$ cat src/rtl/ahb_lite_pkg.sv
// Shared definitions for the two-master AHB-Lite arbiter: FSM state encoding
// and default geometry.
package ahb_lite_pkg;

  localparam int WIDTH_DEF   = 8;
  localparam int TIMEOUT_DEF = 15;
  localparam int TWIDTH_DEF  = 4;

  typedef enum logic [1:0] {
    ST_IDLE = 2'd0,
    ST_BUSY = 2'd1,
    ST_RESP = 2'd2
  } state_e;

endpackage

$ cat src/rtl/ahb_lite_rr_pick.sv
// Combinational two-way round-robin picker: on a tie, the master that was not
// served last wins.
module ahb_lite_rr_pick (
  input  logic req0,
  input  logic req1,
  input  logic last_served,
  output logic valid,
  output logic winner
);

  assign valid  = req0 | req1;
  assign winner = (req0 & req1) ? ~last_served : req1;

endmodule

$ cat src/rtl/ahb_lite_arbiter.sv
// Two-master, one-slave AHB-Lite-style arbiter: round-robin grant, single
// transfer per grant, timeout abort when the Peripheral stalls.
module ahb_lite_arbiter
  import ahb_lite_pkg::*;
#(
  parameter int WIDTH   = WIDTH_DEF,
  parameter int TIMEOUT = TIMEOUT_DEF,
  parameter int TWIDTH  = TWIDTH_DEF
) (
  input  logic             clock,
  input  logic             reset,
  input  logic             req0,
  input  logic             write0,
  input  logic [WIDTH-1:0] addr0,
  input  logic [WIDTH-1:0] wdata0,
  output logic             grant0,
  output logic             done0,
  output logic             err0,
  output logic [WIDTH-1:0] rdata0,
  input  logic             req1,
  input  logic             write1,
  input  logic [WIDTH-1:0] addr1,
  input  logic [WIDTH-1:0] wdata1,
  output logic             grant1,
  output logic             done1,
  output logic             err1,
  output logic [WIDTH-1:0] rdata1,
  output logic             write,
  output logic             trans,
  output logic [WIDTH-1:0] waddr,
  output logic [WIDTH-1:0] wdata,
  input  logic             readyout,
  input  logic [WIDTH-1:0] rdata
);

  state_e              state_q, state_d;
  logic [TWIDTH-1:0]   cnt_q, cnt_d;
  logic                last_q, last_d;
  logic                grant0_q, grant0_d, grant1_q, grant1_d;
  logic                done0_q, done0_d, done1_q, done1_d;
  logic                err0_q, err0_d, err1_q, err1_d;
  logic                trans_q, trans_d, write_q, write_d;
  logic [WIDTH-1:0]    waddr_q, waddr_d, wdata_q, wdata_d;
  logic [WIDTH-1:0]    rdata0_q, rdata0_d, rdata1_q, rdata1_d;
  logic                pick_valid, pick_winner;

  ahb_lite_rr_pick u_pick (
    .req0        (req0),
    .req1        (req1),
    .last_served (last_q),
    .valid       (pick_valid),
    .winner      (pick_winner)
  );

  // In BUSY/RESP the owner is simply whichever grant is set; grant1_q doubles as owner id.
  always_comb begin
    // NOTE: every signal takes a default before the case so no path leaves it unassigned (no latch).
    state_d  = state_q;
    cnt_d    = cnt_q;
    last_d   = last_q;
    grant0_d = grant0_q;
    grant1_d = grant1_q;
    done0_d  = 1'b0;
    done1_d  = 1'b0;
    err0_d   = 1'b0;
    err1_d   = 1'b0;
    trans_d  = trans_q;
    write_d  = write_q;
    waddr_d  = waddr_q;
    wdata_d  = wdata_q;
    rdata0_d = rdata0_q;
    rdata1_d = rdata1_q;
    case (state_q)
      ST_IDLE: begin
        if (pick_valid) begin
          grant0_d = ~pick_winner;
          grant1_d = pick_winner;
          write_d  = pick_winner ? write1 : write0;
          waddr_d  = pick_winner ? addr1  : addr0;
          wdata_d  = pick_winner ? wdata1 : wdata0;
          trans_d  = 1'b1;
          cnt_d    = '0;
          state_d  = ST_BUSY;
        end
      end
      ST_BUSY: begin
        if (readyout) begin
          trans_d = 1'b0;
          done0_d = ~grant1_q;
          done1_d = grant1_q;
          if (!write_q) begin
            if (grant1_q) rdata1_d = rdata;
            else          rdata0_d = rdata;
          end
          last_d  = grant1_q;
          state_d = ST_RESP;
        end else if (cnt_q == TWIDTH'(TIMEOUT - 1)) begin
          trans_d = 1'b0;
          err0_d  = ~grant1_q;
          err1_d  = grant1_q;
          last_d  = grant1_q;
          state_d = ST_RESP;
        end else begin
          cnt_d = cnt_q + TWIDTH'(1);
        end
      end
      ST_RESP: begin
        grant0_d = 1'b0;
        grant1_d = 1'b0;
        state_d  = ST_IDLE;
      end
      default: state_d = ST_IDLE;
    endcase
  end

  // NOTE: non-blocking assignments so every register samples pre-edge values.
  always_ff @(posedge clock or posedge reset) begin
    if (reset) begin
      state_q  <= ST_IDLE;
      cnt_q    <= '0;
      last_q   <= 1'b1;
      grant0_q <= 1'b0;
      grant1_q <= 1'b0;
      done0_q  <= 1'b0;
      done1_q  <= 1'b0;
      err0_q   <= 1'b0;
      err1_q   <= 1'b0;
      trans_q  <= 1'b0;
      write_q  <= 1'b0;
      waddr_q  <= '0;
      wdata_q  <= '0;
      rdata0_q <= '0;
      rdata1_q <= '0;
    end else begin
      state_q  <= state_d;
      cnt_q    <= cnt_d;
      last_q   <= last_d;
      grant0_q <= grant0_d;
      grant1_q <= grant1_d;
      done0_q  <= done0_d;
      done1_q  <= done1_d;
      err0_q   <= err0_d;
      err1_q   <= err1_d;
      trans_q  <= trans_d;
      write_q  <= write_d;
      waddr_q  <= waddr_d;
      wdata_q  <= wdata_d;
      rdata0_q <= rdata0_d;
      rdata1_q <= rdata1_d;
    end
  end

  assign grant0 = grant0_q;
  assign grant1 = grant1_q;
  assign done0  = done0_q;
  assign done1  = done1_q;
  assign err0   = err0_q;
  assign err1   = err1_q;
  assign rdata0 = rdata0_q;
  assign rdata1 = rdata1_q;
  assign write  = write_q;
  assign trans  = trans_q;
  assign waddr  = waddr_q;
  assign wdata  = wdata_q;

endmodule
$ cat config.mk
export PLATFORM = sky130hd
export DESIGN_NAME = ahb_lite_arbiter
export DESIGN_NICKNAME = d
export VERILOG_FILES = /design/src/rtl/ahb_lite_pkg.sv /design/src/rtl/ahb_lite_rr_pick.sv /design/src/rtl/ahb_lite_arbiter.sv
export SDC_FILE = /design/constraint.sdc
export NUM_CORES = 1
export LEC_CHECK = 0
export ABC_CLOCK_PERIOD_IN_PS = 1500
export BUFFER_PORTS_ARGS = -buffer_cell sky130_fd_sc_hd__buf_2
export CAP_MARGIN = 5
export CORE_MARGIN = 3
export CORE_UTILIZATION = 25
export DETAILED_ROUTE_END_ITERATION = 8
export PLACE_DENSITY_LB_ADDON = 0.2
export SYNTH_ARGS = -nofsm -noshare
export SYNTH_HDL_FRONTEND = slang
export SYNTH_SLANG_ARGS = --single-unit
$ cat constraint.sdc
create_clock -name clock -period 1.5 [get_ports clock]
set_input_delay 0 -clock clock [delete_from_list [all_inputs] [get_ports clock]]
set_output_delay 0 -clock clock [all_outputs]
set_load 0.02 [all_outputs]
# [Word level (Yosys, flattened, before mapping)]
# Index checks and enable logic that the tools add are counted.
# W data, S select, Z words.
[op_classes] mux=32 n_lt_le_gt_ge=0 n_bitwise=6 addsub=1 n_reduce_logical=12 mul=0 n_eq_ne=7 shift=0 div_mod_pow=0
[ops] op="$mux W1" count=19
[ops] op="$mux W8" count=2
[ops] op="$mux W4" count=3
[ops] op="$reduce_and A4 Y1" count=3
[ops] op="$pmux W4 S2" count=1
[ops] op="$reduce_and A2 Y1" count=4
[ops] op="$mux W2" count=3
[ops] op="$ne A2 B2 Y1 const B" count=3
[ops] op="$pmux W1 S2" count=3
[ops] op="$reduce_bool A2 Y1" count=3
[ops] op="$add A4 B1 Y4 const B" count=1
[ops] op="$eq A4 B4 Y1 const B" count=1
[ops] op="$not A1 Y1" count=4
[ops] op="$pmux W2 S2" count=1
[ops] op="$ne A3 B3 Y1 const B" count=1
[ops] op="$reduce_and A3 Y1" count=1
[ops] op="$eq A2 B1 Y1 const B" count=1
[ops] op="$eq A2 B2 Y1 const B" count=1
[ops] op="$logic_not A2 Y1" count=1
[ops] op="$and A1 B1 Y1" count=1
[ops] op="$or A1 B1 Y1" count=1
[word_totals] wordCells=73 latchBits=0 romBits=0 n_memories=0 mem_bits_rw=0 input_bits=47 regBits=47

# [Depth between registers and ports, before layout]
[depth] word_depth=5 ltp_mapped=6

# [Modules after synthesis]
# Synthesis repeated with hierarchy kept, for this count alone.
[unflattened] hier_cells=169 hier_area_um2=2088.3
[by_module_without_submodules] mod="ahb_lite_arbiter" cells_per_inst=167 n_inst=1 area_per_inst_um2=2074.5
[by_module_without_submodules] mod="ahb_lite_rr_pick" cells_per_inst=2 n_inst=1 area_per_inst_um2=13.8

# [Least setup slack after synthesis]
# No wires, ideal clock.
[synth_timing] path_kind="reg-to-reg" from="register state_q[1]" to="register rdata1_q[6], in the netlist rdata1[6]" setup_ns=0.125 required_ns=1.375 t_arrival_ns=1.392 period_less_slack_ns=1.517 path_buffers=2 setup_slack_ns=-0.017 path_stages_with_launch=7 path_cell_list="dfrtp_1 -> buf_2 -> nor2b_4 -> and3_4 -> nor2b_4 -> buf_6 -> mux2_2"
[synth_between] elab_chain_cells=2
[synth_lines] element="start, declared" line="ahb_lite_arbiter.sv:36" source="state_e state_q, state_d;"
[synth_lines] element="start signal, assigned" line="ahb_lite_arbiter.sv:135" source="state_q <= state_d;"
[synth_lines] element="$eq A2 B1 Y1" line="ahb_lite_arbiter.sv:73" source="case (state_q)"
[synth_lines] element="$reduce_and A4 Y1 (no source line)"
[synth_lines] element="end signal, assigned" line="ahb_lite_arbiter.sv:149" source="rdata1_q <= rdata1_d;"
[synth_lines] element="end, declared" line="ahb_lite_arbiter.sv:44" source="logic [WIDTH-1:0] rdata0_q, rdata0_d, rdata1_q, rdata1_d;"
# Every way passes these cells.
# A chain may end at the register's enable or synchronous reset.

# [Final worst setup path]
[layout_timing] from="register state_q[1]" to="register rdata1_q[4], in the netlist rdata1[4]"
# The elaborated chain is that of the path after synthesis.

==> metrics list <==
- The flow ran to the end, and the final reports show no timing, DRC or antenna violations.
* Total of buffers placed on input and output ports: 86
* Post-synth top flop: sky130_fd_sc_hd__dfrtp_1
- Counting both buffers and inverters, the worst setup path holds a total of 1.
- In this run the mean area of a mapped cell was roughly 13 um2.
* Vias after detailed routing: 1751
- Including well taps, the total number of placed cells is between 300 and 400.
- The die is 96.52 um tall.
* Number of hold violations in the final report: 0
- Post-Place Worst Slack: 0.02555 ns
- Post-CTS setup buffer count: 0
- Critical Path, Cell by Cell: nor2b_4 -> and3_4 -> nor2b_4 -> buf_12 -> mux2_4
- Power share of the clock group: 13.8%
* Path type of the worst setup path: reg2reg
- The synthesized netlist occupies a cell area of 2048 um2.
- First-pass GRT wire length: 8611 um
* Post-layout instance count excluding filler cells: 404
* Number of clock sinks: between 40 and 50
* Drt total wl: 5384 um
- FF+latch count, synth: 47
* Warnings from Yosys: 0
- Worst Path Max Fanout: 8
* Actual slew at the worst max-slew pin: 0.4151 ns
- The number of antenna violations at the first check in global routing came to 0.
- The post-route netlist has a little under half of its cells at a drive strength greater than 1.
- Across the routed clock network, the largest skew measured is ~0.011 ns.
- Cell repeated most along the worst path: sky130_fd_sc_hd__nor2b_4
- Antenna Violating Nets Remaining: 0
- VDD sags by at most 0.0007454 V.
- Setup repair after global routing missed its margin: true
- 87 I/O pins were placed.
- Skew-Pair Late Insertion Delay: approximately 0.30 ns
* Tcrit/Tclk final: between 90% and 100%
* Async set or reset register ratio after synthesis: 100.0%
- After detailed routing, the wire length on met1 is 2482 um.
- 0 antenna diodes ended up in the layout.
- P per Cell Area: between 1500 and 2000 nW/um2
- Clock transition at path regs: 0.09 ns
- DR top layer: met4
- Gate count of the mapped netlist: roughly 150
* Number of endpoints failing setup at the final stage: 0
- Post-DR vias/cell: 4.334
- Sequential cells burn a little over a third of the power.
- Synth top area share: 56.20%
- Measured in cells, the most critical reg-to-reg path has a length of 5.
* Deepest level of the CTS H-tree: 2
- In this run, synthesis inferred 0 flip-flops with an integrated enable.
- First-pass detailed-route iteration total: 3
- CP max-delay cell: sky130_fd_sc_hd__dfrtp_1
* Reported net switching power: ~2.3 mW
- Layout Nets: 350
- At the worst endpoint, the arrival time is 1.64 ns.
* Die outline area: 9315 um2
* Worst hold path type: in2reg
- Summing internal, switching and leakage power gives 6.135 mW.
- Met2 wire length: around 2400 um
* Sequential cell area fraction in the yosys report: 57.48%
- Compared with the post-synthesis result, the final layout area differs by 61.21%.
* Clock buffer depth: 2
* Biggest area contributors in the synthesized netlist: sky130_fd_sc_hd__dfrtp_1 56%, sky130_fd_sc_hd__a22o_1 7.3%, sky130_fd_sc_hd__a21o_1 6.2%, sky130_fd_sc_hd__mux2_2 6.0%, sky130_fd_sc_hd__mux2_4 4.4%
- After floorplanning, the core was sized to cover roughly 7800 um2.
- After layout, the minimum clock period comes to 1.457 ns.
- The root buffer cell chosen for the clock tree is sky130_fd_sc_hd__clkbuf_8.
* Clock tree from TritonCTS: done
- Static timing analysis puts the maximum clock frequency at 686.2 MHz.
- Library cells used by synthesis: 31
- Routability-driven placement finished with a final weighted congestion of 0.7022.
* Switching portion of total power: about two fifths
* Metal3 WL: 428 um
- Entering global routing, the biggest net connects 20 pins.
- In this run the worst setup path begins at state_q[1].
* CP required: 1.68 ns
- In this run the critical register-to-register path is captured at rdata1[4].
* Leakage component of the power: between 1.5 and 2 nW
- Row generation in the floorplan step produced 32 rows.
- On the critical path the largest part of the delay comes from simple AND/OR/NAND/NOR gates.
* Total Routing Usage GR: around 12%
* Maximum Capacitance Violations: 0
- Summed over all layers, the global routing overflow is 0.
* R2r startpoint: state_q[1]
- Worst setup slack for register-to-register paths: 0.04 ns
- In the final routed layout, each cell accounts on average for 13.33 um.
- Mapped Nets: ~200
- Max_slew headroom: between 70% and 80%
- Num CTS Buffers: 5
- STA classifies the critical path startpoint as a flop.
- Hold-critical path depth: 2
* Initial DRC Count: 32
- The largest single stage delay on the critical path is between 0.4 and 0.5 ns.
- Starting density of the core: 26.10%
- The die is 96.52 um wide.
- Internal cell power: 3.791 mW
- Residual DRC: 0
- The most critical setup path has its endpoint at rdata1[4].
- Dominant cell type by area after synthesis: sky130_fd_sc_hd__dfrtp_1
* Half-perimeter wire length after placement: 3596 um
- Combinational logic burns 50.6% of the power.
- Final WS setup: 0.04277 ns
- The critical path runs through a total of 5 cells.
- The final max-slew violation count was 0.
* Vias in the first global route: between 1500 and 2000
- Kind of end point of the critical path: flop
==> routing by layer <==
| metal | vias to the layer above | GRT usage (%) |
|---|---|---|
| li1 | 846 | - |
| met1 | 827 | 14.90 |
| met2 | 74 | 19.37 |
| met3 | 4 | 4.183 |
| met4 | 0 | 4.206 |
| met5 | - | 0 |
==> cells in the mapped netlist, types with 2 or more instances <==
cell type,count
sky130_fd_sc_hd__buf_4,2
sky130_fd_sc_hd__nor2b_4,2
sky130_fd_sc_hd__inv_1,6
sky130_fd_sc_hd__nand2_1,8
sky130_fd_sc_hd__a22o_1,17
sky130_fd_sc_hd__ha_1,2
sky130_fd_sc_hd__mux2i_1,2
sky130_fd_sc_hd__a21oi_1,2
sky130_fd_sc_hd__nand4_1,2
sky130_fd_sc_hd__mux2_2,11
sky130_fd_sc_hd__mux2_4,6
sky130_fd_sc_hd__o21ai_0,4
sky130_fd_sc_hd__and3_1,2
sky130_fd_sc_hd__nor2_1,5
sky130_fd_sc_hd__buf_2,3
sky130_fd_sc_hd__buf_6,2
sky130_fd_sc_hd__dfrtp_1,46
sky130_fd_sc_hd__nor3_4,2
sky130_fd_sc_hd__a21o_1,17
==> cell usage in the layout, fill, tap and decap left out, drive strengths merged, types with 2 or more instances in the layout <==
| master | n |
|---|---|
| buf | 105 |
| dfrtp | 46 |
| dlygate4sd3 | 43 |
| a22o | 17 |
| a21o | 17 |
| mux2 | 17 |
| nand2 | 8 |
| clkbuf | 7 |
| inv | 6 |
| nor2 | 5 |
| o21ai | 5 |
| nor3 | 4 |
| and3 | 3 |
| nand4 | 2 |
| mux2i | 2 |
| nor2b | 2 |
| a21oi | 2 |
| ha | 2 |
==> worst register-to-register path, stage by stage (launching register included) <==
cell and delay [ns]:
sky130_fd_sc_hd__dfrtp_1 0.44, sky130_fd_sc_hd__nor2b_4 0.14, sky130_fd_sc_hd__and3_4 0.18, sky130_fd_sc_hd__nor2b_4 0.15, sky130_fd_sc_hd__buf_12 0.14, sky130_fd_sc_hd__mux2_4 0.30
==> state kept, by name (all words and copies together), names as in the netlist, 2 cells and up <==
name	count
state_q	2
cnt_q	4
waddr	8
rdata0	8
rdata1	8
wdata	8
==> through the flow <==
step | setup TNS [ns] | hold WS (ns) | util, % | area, um2
6_report | 0 | 0.05648 | 42.08 | 3302
5_1_grt | -0.2993 | 0.04657 | 42.08 | 3302
4_1_cts | 0 | 0.01079 | 41.98 | 3294
3_5_place_dp | 0 | 0.02476 | 35.17 | 2760
3_3_place_gp | 0 | 0.02610 | 35.17 | 2760
2_1_floorplan | 0 | 0.1163 | - | 2056
==> worst min-delay path by stage <==
stage | endpoint | slack [ns] | from
finish | done1 | 0.06 | readyout
global route | done1 | 0.05 | readyout
CTS | done1 | 0.01 | readyout
detailed placement | rdata0[3] | 0.02 | reset
global placement | rdata0[3] | 0.03 | reset
floorplan | waddr[0] | 0.12 | addr0[0]
==> cell families after synthesis <==
kind of cell,count (synthesis),synth area share (%)
AO/OA/AOI/OAI,46,17.35
buffers and inverters,13,3.665
adder cells (fa/ha/maj),2,1.222
multiplexers,19,11.42
flip-flops,47,57.48
AND/OR/NAND/NOR,26,8.857
==> repair_timing <==
| action | CTS | global route |
|---|---|---|
| endpoints found under the hold margin | 50 | 0 |
| endpoints found under the setup margin | 0 | 17 |
| hold buffers | 43 | 0 |
| resized for setup | 0 | 3 |
==> final cells by class <==
class | instances | area, um2
clock buffer | 7 | 96.34
clock inverter | 1 | 7.507
fill | 773 | 4546
inverter | 6 | 22.52
multi-input combinational | 93 | 803.3
sequential | 47 | 1179
tap | 102 | 127.6
timing repair buffer | 148 | 1066
==> power by group through the flow <==
stage | Combinational (mW) | Sequential, mW | Clock, mW
after floorplan | 1.35 | 2.76 | 0
after global placement | 2.99 | 2.21 | 0
after detailed placement | 3.03 | 2.18 | 0
after CTS | 3.11 | 2.18 | 0.892
after global routing | 3.37 | 2.25 | 0.931
final | 3.10 | 2.19 | 0.846
(Power assumes the default switching activity.)
